[src/rtl/multicycle_controller_if.sv]
// multicycle_controller_if: control bundle between the multi-cycle FSM and the RV32 datapath.
interface multicycle_controller_if #(parameter int CNT_W = 32);
    logic [6:0]       Opcode;
    logic             mem_ready;
    logic             BrTaken;
    logic             IMemRead;
    logic             IRWrite;
    logic             PCWrite;
    logic             ALUSrc;
    logic             MemtoReg;
    logic             RegWrite;
    logic             MemRead;
    logic             MemWrite;
    logic [1:0]       ALUOp;
    logic             Branch;
    logic             Jal;
    logic             Jalr;
    logic             Halt;
    logic             Illegal;
    logic [2:0]       state;
    logic [CNT_W-1:0] instret;
    modport master (
        input  Opcode, mem_ready, BrTaken,
        output IMemRead, IRWrite, PCWrite, ALUSrc, MemtoReg, RegWrite, MemRead, MemWrite,
               ALUOp, Branch, Jal, Jalr, Halt, Illegal, state, instret
    );
    modport slave (
        output Opcode, mem_ready, BrTaken,
        input  IMemRead, IRWrite, PCWrite, ALUSrc, MemtoReg, RegWrite, MemRead, MemWrite,
               ALUOp, Branch, Jal, Jalr, Halt, Illegal, state, instret
    );
endinterface

[src/rtl/multicycle_controller.sv]
// multicycle_controller: FETCH/DECODE/EXEC/MEM/WB control FSM with memory-wait timeout and retire counter.
module multicycle_controller #(
    parameter int MEM_WAIT_MAX = 15,
    parameter int CNT_W        = 32
) (
    input  logic                   clk,
    input  logic                   reset,
    multicycle_controller_if.master bus
);
    localparam int WW = MEM_WAIT_MAX > 0 ? $clog2(MEM_WAIT_MAX + 1) : 1;
    localparam logic [6:0] OP_R    = 7'b0110011;
    localparam logic [6:0] OP_LW   = 7'b0000011;
    localparam logic [6:0] OP_SW   = 7'b0100011;
    localparam logic [6:0] OP_BR   = 7'b1100011;
    localparam logic [6:0] OP_I    = 7'b0010011;
    localparam logic [6:0] OP_U    = 7'b0110111;
    localparam logic [6:0] OP_JAL  = 7'b1101111;
    localparam logic [6:0] OP_JALR = 7'b1100111;
    localparam logic [6:0] OP_HALT = 7'b0000001;

    typedef enum logic [2:0] {FETCH, DECODE, EXEC, MEM, WB, HALTED, ERROR} state_t;

    state_t           state, state_n;
    logic [6:0]       op_q;
    logic [WW-1:0]    wait_cnt;
    logic [CNT_W-1:0] instret;
    logic             is_r, is_lw, is_sw, is_br, is_i, is_u, is_jal, is_jalr;
    logic             legal_in, timeout;

    assign is_r    = op_q == OP_R;
    assign is_lw   = op_q == OP_LW;
    assign is_sw   = op_q == OP_SW;
    assign is_br   = op_q == OP_BR;
    assign is_i    = op_q == OP_I;
    assign is_u    = op_q == OP_U;
    assign is_jal  = op_q == OP_JAL;
    assign is_jalr = op_q == OP_JALR;

    // DECODE classifies the live Opcode; later states use the latched op_q
    assign legal_in = bus.Opcode inside {OP_R, OP_LW, OP_SW, OP_BR, OP_I, OP_U, OP_JAL, OP_JALR};
    assign timeout  = MEM_WAIT_MAX != 0 && wait_cnt == WW'(MEM_WAIT_MAX) && !bus.mem_ready;

    assign bus.state   = state;
    assign bus.instret = instret;

    always_comb begin
        state_n      = state;
        bus.IMemRead = 1'b0;
        bus.IRWrite  = 1'b0;
        bus.PCWrite  = 1'b0;
        bus.ALUSrc   = 1'b0;
        bus.MemtoReg = 1'b0;
        bus.RegWrite = 1'b0;
        bus.MemRead  = 1'b0;
        bus.MemWrite = 1'b0;
        bus.ALUOp    = 2'b00;
        bus.Branch   = 1'b0;
        bus.Jal      = 1'b0;
        bus.Jalr     = 1'b0;
        bus.Halt     = 1'b0;
        bus.Illegal  = 1'b0;
        case (state)
            FETCH: begin
                bus.IMemRead = 1'b1;
                bus.IRWrite  = bus.mem_ready;
                state_n      = bus.mem_ready ? DECODE : timeout ? ERROR : FETCH;
            end
            DECODE: state_n = bus.Opcode == OP_HALT ? HALTED : legal_in ? EXEC : ERROR;
            EXEC: begin
                bus.ALUSrc  = is_lw | is_sw | is_i | is_u | is_jalr;
                bus.ALUOp   = is_br ? 2'b01 : (is_r | is_i | is_jalr) ? 2'b10 : is_u ? 2'b11 : 2'b00;
                bus.Branch  = is_br & bus.BrTaken;
                bus.PCWrite = is_br;
                state_n     = is_br ? FETCH : (is_lw | is_sw) ? MEM : WB;
            end
            MEM: begin
                bus.ALUSrc   = 1'b1;
                bus.MemRead  = is_lw;
                bus.MemWrite = is_sw;
                bus.PCWrite  = is_sw & bus.mem_ready;
                state_n      = bus.mem_ready ? (is_sw ? FETCH : WB) : timeout ? ERROR : MEM;
            end
            WB: begin
                bus.RegWrite = 1'b1;
                bus.PCWrite  = 1'b1;
                bus.MemtoReg = is_lw;
                bus.Jal      = is_jal;
                bus.Jalr     = is_jalr;
                bus.ALUSrc   = is_jalr;
                bus.ALUOp    = is_jalr ? 2'b10 : 2'b00;
                state_n      = FETCH;
            end
            HALTED: bus.Halt = 1'b1;
            ERROR:  bus.Illegal = 1'b1;
            default: state_n = ERROR;
        endcase
    end

    // wait_cnt only advances while FETCH/MEM stalls; any transition restarts it
    always_ff @(posedge clk or posedge reset) begin
        if (reset) begin
            state    <= FETCH;
            op_q     <= '0;
            wait_cnt <= '0;
            instret  <= '0;
        end else begin
            state    <= state_n;
            op_q     <= state == DECODE ? bus.Opcode : op_q;
            wait_cnt <= (state_n == state && (state == FETCH || state == MEM)) ? wait_cnt + 1'b1 : '0;
            instret  <= bus.PCWrite ? instret + 1'b1 : instret;
        end
    end
endmodule

[src/flat_wrapper.sv]
// flat-port wrapper written by rule: the top's interface ports become plain ports
module multicycle_controller_flat 
#(
    parameter int MEM_WAIT_MAX = 15,
    parameter int CNT_W        = 32
)
  (clk, reset, bus_Opcode, bus_mem_ready, bus_BrTaken, bus_IMemRead, bus_IRWrite, bus_PCWrite, bus_ALUSrc, bus_MemtoReg, bus_RegWrite, bus_MemRead, bus_MemWrite, bus_ALUOp, bus_Branch, bus_Jal, bus_Jalr, bus_Halt, bus_Illegal, bus_state, bus_instret);
  multicycle_controller_if #(.CNT_W(CNT_W)) bus_i ();
  input  logic clk;
  input  logic reset;
  input wire logic [$bits(bus_i.Opcode)-1:0] bus_Opcode;
  input wire logic [$bits(bus_i.mem_ready)-1:0] bus_mem_ready;
  input wire logic [$bits(bus_i.BrTaken)-1:0] bus_BrTaken;
  output wire logic [$bits(bus_i.IMemRead)-1:0] bus_IMemRead;
  output wire logic [$bits(bus_i.IRWrite)-1:0] bus_IRWrite;
  output wire logic [$bits(bus_i.PCWrite)-1:0] bus_PCWrite;
  output wire logic [$bits(bus_i.ALUSrc)-1:0] bus_ALUSrc;
  output wire logic [$bits(bus_i.MemtoReg)-1:0] bus_MemtoReg;
  output wire logic [$bits(bus_i.RegWrite)-1:0] bus_RegWrite;
  output wire logic [$bits(bus_i.MemRead)-1:0] bus_MemRead;
  output wire logic [$bits(bus_i.MemWrite)-1:0] bus_MemWrite;
  output wire logic [$bits(bus_i.ALUOp)-1:0] bus_ALUOp;
  output wire logic [$bits(bus_i.Branch)-1:0] bus_Branch;
  output wire logic [$bits(bus_i.Jal)-1:0] bus_Jal;
  output wire logic [$bits(bus_i.Jalr)-1:0] bus_Jalr;
  output wire logic [$bits(bus_i.Halt)-1:0] bus_Halt;
  output wire logic [$bits(bus_i.Illegal)-1:0] bus_Illegal;
  output wire logic [$bits(bus_i.state)-1:0] bus_state;
  output wire logic [$bits(bus_i.instret)-1:0] bus_instret;
  assign bus_i.Opcode = bus_Opcode;
  assign bus_i.mem_ready = bus_mem_ready;
  assign bus_i.BrTaken = bus_BrTaken;
  assign bus_IMemRead = bus_i.IMemRead;
  assign bus_IRWrite = bus_i.IRWrite;
  assign bus_PCWrite = bus_i.PCWrite;
  assign bus_ALUSrc = bus_i.ALUSrc;
  assign bus_MemtoReg = bus_i.MemtoReg;
  assign bus_RegWrite = bus_i.RegWrite;
  assign bus_MemRead = bus_i.MemRead;
  assign bus_MemWrite = bus_i.MemWrite;
  assign bus_ALUOp = bus_i.ALUOp;
  assign bus_Branch = bus_i.Branch;
  assign bus_Jal = bus_i.Jal;
  assign bus_Jalr = bus_i.Jalr;
  assign bus_Halt = bus_i.Halt;
  assign bus_Illegal = bus_i.Illegal;
  assign bus_state = bus_i.state;
  assign bus_instret = bus_i.instret;
  multicycle_controller #(.MEM_WAIT_MAX(MEM_WAIT_MAX), .CNT_W(CNT_W)) u_core (.clk(clk), .reset(reset), .bus(bus_i));
endmodule
[config.mk]
export PLATFORM = sky130hd
export DESIGN_NAME = multicycle_controller_flat
export DESIGN_NICKNAME = d
export VERILOG_FILES = /design/src/rtl/multicycle_controller_if.sv /design/src/rtl/multicycle_controller.sv /design/src/flat_wrapper.sv
export SDC_FILE = /design/constraint.sdc
export NUM_CORES = 1
export LEC_CHECK = 0
export ABC_CLOCK_PERIOD_IN_PS = 5300
export CORE_ASPECT_RATIO = 0.7
export CORE_UTILIZATION = 53
export DETAILED_ROUTE_END_ITERATION = 12
export MAX_ROUTING_LAYER = met4
export PLACE_DENSITY = 0.85
export SLEW_MARGIN = 20
export SYNTH_ARGS = -nofsm -noshare
export SYNTH_HDL_FRONTEND = slang
export SYNTH_SLANG_ARGS = --single-unit
[constraint.sdc]
create_clock -name clk -period 5.3 [get_ports clk]
set_input_delay 1.06 -clock clk [delete_from_list [all_inputs] [get_ports clk]]
set_output_delay 1.06 -clock clk [all_outputs]
set_load 0.02 [all_outputs]
* Word level (Yosys, flattened, before mapping) *
Index checks and enable logic that the tools add are counted.

storage, ports and cells
  word-level logic and storage cells = 75
  flip-flop bits (word level) = 46

cells by class
  add/sub/neg operators = 2
  eq/ne operators = 25
  bitwise logic cells = 8
  reductions and logical operators = 7
  muxes and demuxes = 29

operators with widths
  kind                                                  count
  equality test 7 x 6 -> 1 bit (second input constant)  6
  equality test 7 bit (second input constant)           6
  adder 32 x 1 -> 32 bit (second input constant)        1
  2-to-1 mux 3 bit                                      9
  one-hot mux 3 bit (6 select lines)                    1
  equality test 7 x 2 -> 1 bit (second input constant)  2
  equality test 7 x 5 -> 1 bit (second input constant)  2
  2-to-1 mux 1 bit                                      11
  equality test 3 bit (second input constant)           3
  2-to-1 mux 2 bit                                      4
  nonzero test 8 bit                                    1
  equality test 7 x 1 -> 1 bit (second input constant)  1
  equality test 3 x 2 -> 1 bit (second input constant)  2
  bitwise OR 1 bit                                      6
  one-hot mux 1 bit (3 select lines)                    2
  adder 4 x 1 -> 4 bit (second input constant)          1
  equality test 4 bit (second input constant)           1
  2-to-1 mux 4 bit                                      1
  one-hot mux 2 bit (2 select lines)                    1
  equality test 3 x 1 -> 1 bit (second input constant)  1
  equality test 3 bit                                   1
  zero test 3 bit                                       1
  bitwise AND 1 bit                                     2
  logical AND 1 bit                                     2
  other kinds (3)                                       3

* Longest topological paths before layout *
Gate-level depths: netlist (run 1).

  depth in word-level cells = 8
  depth in mapped cells = 7
  depth with buffers taken out = 6

* Least setup slack after synthesis (run 1) *
Ideal clock, no wire load.

  path type = reg-to-output
  start point = reg u_core.op_q[3]
  end point = out bus_MemRead
  arrival = 1.906 ns
  setup slack = 2.334 ns
  path buffers = 1
  required time = 4.240 ns
  stages on the path, launching flop included = 5
  path through = dfrtp_1 nand3b_1 or4_1 clkbuf_1 nor4_1

between the ends
  longest elaborated chain between the ends = 2

RTL lines
  item                          RTL line                      source
  start: declaration            multicycle_controller.sv:24   logic [6:0] op_q;
  start signal: assignment      multicycle_controller.sv:108  op_q <= state == DECODE ? bus.Opcode : op_q;
  equality test 7 x 2 -> 1 bit  multicycle_controller.sv:31   assign is_lw = op_q == OP_LW;
  2-to-1 mux 1 bit              multicycle_controller.sv:62   case (state)
  end: declaration              flat_wrapper.sv:20            output wire logic [$bits(bus_i.MemRead)-1:0] bus_MemRead;

No other way between the ends.

* Final worst setup path (run 1) *
  start point = in bus_mem_ready
  end point = out bus_PCWrite

between the ends
  longest elaborated chain between the ends = 2

RTL lines
  item                                RTL line                     source
  start: declaration                  flat_wrapper.sv:12           input wire logic [$bits(bus_i.mem_ready)-1:0] bus_mem_ready;
  bitwise AND 1 bit                   multicycle_controller.sv:80  bus.PCWrite = is_sw & bus.mem_ready;
  one-hot mux 1 bit (3 select lines)  multicycle_controller.sv:62
  end: declaration                    flat_wrapper.sv:16           output wire logic [$bits(bus_i.PCWrite)-1:0] bus_PCWrite;

No other way between the ends.

==> results of run 1 <==
-- sequential cells by signal, summed over array words and instances, names as in the netlist --
signal              cells
u_core.op_q             7
u_core.wait_cnt         4
u_core.bus.instret     32
u_core.bus.state        3
-- power groups by stage --
stage / clock network, mW / registers [mW] / logic [mW]
after global routing: 0.242 / 0.351 / 0.0227
after floorplan: 0 / 0.358 / 0.00720
after CTS: 0.224 / 0.351 / 0.0205
final: 0.220 / 0.351 / 0.0202
after global placement: 0 / 0.358 / 0.0204
after detailed placement: 0 / 0.358 / 0.0204
-- per-layer routing --
layer,routed length [um],track usage [%],up-vias
li1,-,-,988
met1,2880,36.0,1005
met2,2600,36.8,49
met3,208,4.60,2
met4,25,5.17,0
met5,0,-,-
-- stage by stage --
step           total power, mW  cell area (sq um)  std cells  setup slack (ps)
2_1_floorplan            0.365               2490        249              2330
3_3_place_gp             0.378               3120        355              1120
3_5_place_dp             0.378               3120        355              1060
4_1_cts                  0.595               3210        363              1050
5_1_grt                  0.616               3210        363               895
6_report                 0.590               3210        363              1040
-- cells in the mapped netlist, types with 3 or more instances --
| cell | n |
|---|---|
| dfrtp_1 | 46 |
| nand2_1 | 22 |
| nor2_1 | 19 |
| xor2_1 | 19 |
| xnor2_1 | 15 |
| inv_1 | 13 |
| nand3_1 | 10 |
| nor3_1 | 10 |
| o21ai_0 | 8 |
| clkbuf_1 | 7 |
| and3_1 | 6 |
| nand4_1 | 6 |
| nor3b_1 | 6 |
| mux2_2 | 5 |
| a21oi_1 | 4 |
| nand2b_1 | 4 |
| nor3_2 | 4 |
| nor4_1 | 4 |
| buf_2 | 3 |
-- worst min-delay path by stage --
stage / start / end
2_1_floorplan: u_core.wait_cnt[0] / u_core.wait_cnt[0]
3_3_place_gp: u_core.wait_cnt[0] / u_core.wait_cnt[0]
3_5_place_dp: u_core.wait_cnt[0] / u_core.wait_cnt[0]
4_1_cts: u_core.wait_cnt[0] / u_core.wait_cnt[0]
5_1_grt: u_core.wait_cnt[0] / u_core.wait_cnt[0]
6_report: u_core.wait_cnt[0] / u_core.wait_cnt[0]
-- area by class of cell --
cell class | count | area (sq um) | area share (%)
multi-input combinational | 179 | 1230 | 38.4
inverter | 13 | 48.8 | 1.52
clock buffer | 6 | 82.6 | 2.57
clock inverter | 2 | 12.5 | 0.389
tap | 55 | 68.8 | 2.14
sequential | 46 | 1150 | 35.8
timing repair buffer | 62 | 616 | 19.2
-- cell families (layout without fill, tap and decap cells) --
kind of cell	Yosys count	count (layout)
AO/OA/AOI/OAI	31	31
adder cells (fa/ha/maj)	2	2
XOR/XNOR	34	34
flip-flops	46	46
AND/OR/NAND/NOR	107	107
multiplexers	5	5
buffers and inverters	24	83
-- worst max-delay path: cells and delay by family --
family | cells | cell delay [ps]
buffers and inverters | 3 | 1330
and+or+nand+nor | 2 | 330
AOI/OAI and AO/OA | 1 | 470
-- layout by cell type, fill, tap and decap left out, drive strengths merged, types with 3 or more instances in the layout --
cell / n
nand2: 22
dfrtp: 46
nor3b: 7
nor4: 6
and3: 6
a21oi: 4
clkbuf: 6
nor2: 19
xor2: 19
nand2b: 4
nor3: 14
o21ai: 9
nand4: 7
inv: 12
nand3: 11
mux2: 5
o211ai: 3
clkdlybuf4s50: 60
xnor2: 15
==> results.json, run 1 <==
{
  "outcome": "finished, violations left",
  "violations": "design-rule violations",
  "ys_async_sr_fraction_pct": 100,
  "synthMuxAreaShare_pct": 2.26,
  "drive_gt1_share_pct": 9.42,
  "grt_remaining_overflow": 0,
  "worstPathCellList": "clkdlybuf4s50_1 -> nand3b_1 -> a2111oi_4 -> nor2_1 -> inv_1 -> clkdlybuf4s50_1",
  "hold_depth": 1,
  "insertion_delay_ps": 290,
  "comb_power_share_pct": 3.4,
  "slowest_stage": "clkdlybuf4s50_1",
  "grt_pass1_wl_um": 9250,
  "cp.arrival_ps": 3200,
  "drc": 2,
  "leakagePower_nw": 1.41,
  "end_kind": "output port",
  "synth-simple-area-share_pct": 24.8,
  "final_util_pct": 72.6,
  "vias_per_cell": 5.63,
  "whs_ps": 467,
  "rsz0062_at_grt": "false",
  "hold_violations": 0,
  "synth-edff-count": 0,
  "drtPass1Iterations": 8,
  "timing.fmax_mhz": 235,
  "detail_route.iter0.violations": 91,
  "syn_nets": 262,
  "wl_um": 5710,
  "cp-start-kind": "primary input",
  "initial_core_util_pct": 56.2,
  "cts-root-buf": "clkbuf_8",
  "post-synth-top-area-fraction_pct": 46.3,
  "clock_sinks": 46,
  "ys_ff_latch": 46,
  "coreArea_sq_mm": 0.00443,
  "synth.area.top_cells": "dfrtp_1 (46%), xor2_1 (6.7%), xnor2_1 (5.3%), nand2_1 (3.3%), nor2_1 (2.9%)",
  "tightest_slew_ps": 591,
  "r2r_cells": 5,
  "timing.rr.start": "u_core.bus.state[1]",
  "numCtsBuffers": 5,
  "synth.distinct_cells": 50,
  "ctsHoldBuffers": 0,
  "cts_resized": 0,
  "hpwl_um": 4190,
  "die_h_um": 59.3,
  "ant_nets": 0,
  "path_max_fanout": 8,
  "fin_worst_skew_ps": 10.8,
  "maxSlewHeadroom_pct": 60.4,
  "synth_area_per_cell_sq_um": 9.99,
  "area_growth_syn_to_layout_pct": 29.2,
  "maxCapViolCount": 0,
  "antenna_found_initial": 0,
  "critPathMaxStageDelay_ps": 640,
  "drv_slew": 0,
  "synth-adder-area-share_pct": 1.01,
  "tns_ps": 0,
  "synth_compound_area_share_pct": 9.61,
  "clkTransAtPathRegs_ps": 90,
  "critPathLaunch": "bus_mem_ready",
  "setup_violations": 0,
  "grt_usage_pct": 24.8,
  "cts_max_level": 2,
  "p_seq_share_pct": 59.4,
  "nFillCells": 344,
  "endpoint": "bus_PCWrite",
  "io_pins": 61,
  "synth_xor_area_share_pct": 12.0,
  "vias": 2044,
  "grt_max_degree": 47,
  "power_switching_mw": 0.127,
  "wl_per_cell_um": 15.7,
  "die_w_um": 83.9,
  "post-synth-top-area-cell": "dfrtp_1",
  "worstPathRequired_ps": 4240,
  "grt_pass1_vias": 1909,
  "cts_setup_buffers": 0,
  "p_sw_share_pct": 21.4,
  "critPathKind": "in -> out",
  "period_share_pct": 80.4,
  "ys_warn_count": 0,
  "syn-cell-area_sq_mm": 0.00249,
  "internal-power_mw": 0.464,
  "vdd_ir_drop_max_v": 0.000214,
  "ys.flop_type": "dfrtp_1",
  "holdCritPathClass": "reg -> reg",
  "timing.rr.end": "u_core.bus.instret[22]",
  "fp.dieArea_sq_mm": 0.00498,
  "nNetsFinal": 320,
  "diodes": 0,
  "post-route-min-period_ps": 4260,
  "seq_area_frac_synth_pct": 46.3,
  "cts_max_path_buffers": 2,
  "syn_inst": 249,
  "r2r_slack_ps": 2970,
  "synth_top_family_by_area": "simple AND/OR/NAND/NOR gates",
  "crit_top_cell": "clkdlybuf4s50_1",
  "clockPowerShare_pct": 37.2,
  "cts_tree": "done",
  "powerDensity_mw_per_mm2": 184,
  "row_count": 20,
  "gp_congestion": 0.836,
  "io_buffers": 60
}
No activity file was read; power rests on OpenSTA's default activity.
==> run 2, diff against run 1 <==
ABC_CLOCK_PERIOD_IN_PS = 4000   (was 5300)
CORE_UTILIZATION = 49   (was 53)
PLACE_DENSITY = 0.79   (was 0.85)
clock period = 4 ns   (was 5.3 ns; I/O delays follow)
==> run 2 against run 1 <==
Compared with the run above:
- the run now ends clean
- hold slack better by 7.6 ps
- cell count up 4.1%
- sequential power up 32%
- highest routed layer unchanged
==> results.json, run 2 (synthesis results as in run 1) <==
{
  "coreArea_sq_mm": 0.00483,
  "area_growth_syn_to_layout_pct": 30.2,
  "cts_max_level": 2,
  "top_register": "u_core.bus.instret",
  "largestRegisters": "u_core.bus.instret (32), u_core.op_q (7), u_core.wait_cnt (4)",
  "gp_congestion": 0.877,
  "r2r_slack_ps": 1690,
  "p_sw_share_pct": 21.7,
  "insertion_delay_ps": 290,
  "holdCritPathClass": "reg -> reg",
  "leakagePower_nw": 1.42,
  "grt_usage_pct": 22.3,
  "setup_violations": 0,
  "hold_depth": 1,
  "cts_resized": 0,
  "cts_max_path_buffers": 2,
  "wl_um": 5600,
  "grt_max_degree": 26,
  "cp.buffers_inverters": 3,
  "maxCapViolCount": 0,
  "p_total_mw": 0.785,
  "clkTransAtPathRegs_ps": 80,
  "cts_tree": "done",
  "clockPowerShare_pct": 37.3,
  "slowest_stage": "clkdlybuf4s50_1",
  "io_pins": 61,
  "wl_per_cell_um": 14.8,
  "period_share_pct": 88.7,
  "maxSlewHeadroom_pct": 47.2,
  "hold_start": "u_core.wait_cnt[0]",
  "rsz0062_at_grt": "false",
  "ant_nets": 0,
  "cp.arrival_ps": 2750,
  "final_cell_mix": "clkdlybuf4s50_1 (60), dfrtp_1 (46), nand2_1 (22)",
  "initial_core_util_pct": 51.4,
  "cp-start-kind": "primary input",
  "antenna_found_initial": 0,
  "internal-power_mw": 0.614,
  "whs_ps": 475,
  "io_buffers": 60,
  "vias": 2043,
  "hpwl_um": 4160,
  "post-route-min-period_ps": 3550,
  "fin_worst_skew_ps": 6.95,
  "outcome": "finished clean",
  "drv_slew": 0,
  "row_count": 21,
  "r2r_cells": 6,
  "path_max_fanout": 8,
  "largest_reg_flops": 32,
  "critPathKind": "in -> out",
  "drive_gt1_share_pct": 9.71,
  "cp_top_family": "buffers and inverters",
  "hold_violations": 0,
  "worstPathCellList": "clkdlybuf4s50_1 -> nand3b_1 -> a2111oi_4 -> nor2_1 -> inv_1 -> clkdlybuf4s50_1",
  "post-place-ws_ps": 443,
  "clock_sinks": 46,
  "die_h_um": 61.6,
  "cts-root-buf": "clkbuf_8",
  "end_kind": "output port",
  "p_seq_share_pct": 59.2,
  "timing.fmax_mhz": 282,
  "numCtsBuffers": 5,
  "diodes": 0,
  "powerDensity_mw_per_mm2": 242,
  "die_w_um": 87.2,
  "crit_top_cell": "clkdlybuf4s50_1",
  "nNetsFinal": 321,
  "vdd_ir_drop_max_v": 0.000138,
  "crit_cells": 6,
  "detail_route.iter0.violations": 129,
  "critPathMaxStageDelay_ps": 620,
  "final_common_cell": "clkdlybuf4s50_1",
  "timing.rr.end": "u_core.bus.instret[18]",
  "power_switching_mw": 0.170,
  "vias_per_cell": 5.40,
  "fp.dieArea_sq_mm": 0.00537,
  "tightest_slew_ps": 787,
  "grt_remaining_overflow": 0,
  "tns_ps": 0,
  "cts_setup_buffers": 0,
  "grt_pass1_wl_um": 8760,
  "grt_pass1_vias": 1863,
  "final.setup.worst_slack_ps": 451,
  "drc": 0,
  "comb_power_share_pct": 3.5,
  "drtPass1Iterations": 4,
  "ctsHoldBuffers": 0,
  "worstPathRequired_ps": 3200,
  "hold_end": "u_core.wait_cnt[0]",
  "timing.rr.start": "u_core.bus.state[1]"
}
==> run 2: changes by cell type in the layout (fill, tap and decap cells not counted), sizes merged <==
cell  before  now
buf        2    3
==> run 2: final cells by class <==
cell class	count	area, sq um
fill	409	1600
multi-input combinational	179	1230
sequential	46	1150
timing repair buffer	63	623
tap	69	86.3
clock buffer	6	82.6
inverter	13	48.8
clock inverter	2	12.5
==> run 2: power groups by stage <==
stage | clock (mW) | combinational (mW) | sequential, mW
6_report | 0.293 | 0.0273 | 0.465
5_1_grt | 0.318 | 0.0303 | 0.465
4_1_cts | 0.300 | 0.0276 | 0.465
3_5_place_dp | 0 | 0.0276 | 0.474
3_3_place_gp | 0 | 0.0271 | 0.474
2_1_floorplan | 0 | 0.00954 | 0.474
==> run 2: worst max-delay path by stage <==
stage              startpoint           to
4_1_cts         bus_mem_ready  bus_PCWrite
6_report        bus_mem_ready  bus_PCWrite
5_1_grt         bus_mem_ready  bus_PCWrite
2_1_floorplan  u_core.op_q[3]  bus_MemRead
3_5_place_dp    bus_mem_ready  bus_PCWrite
3_3_place_gp    bus_mem_ready  bus_PCWrite
==> run 2: metal layers <==
layer,vias up,global-route usage [%],routed length [um]
met5,-,-,0
met4,0,6.09,53
met2,45,34.1,2550
met1,1003,30.6,2800
met3,6,4.56,192
li1,989,-,-
==> run 2: through the flow <==
step | instances | cell area (sq um) | utilization, %
after global routing | 378 | 3240 | 67.0
final | 378 | 3240 | 67.0
after global placement | 370 | 3140 | 65.0
after floorplan | 249 | 2490 | -
after CTS | 378 | 3240 | 67.0
after detailed placement | 370 | 3140 | 65.0
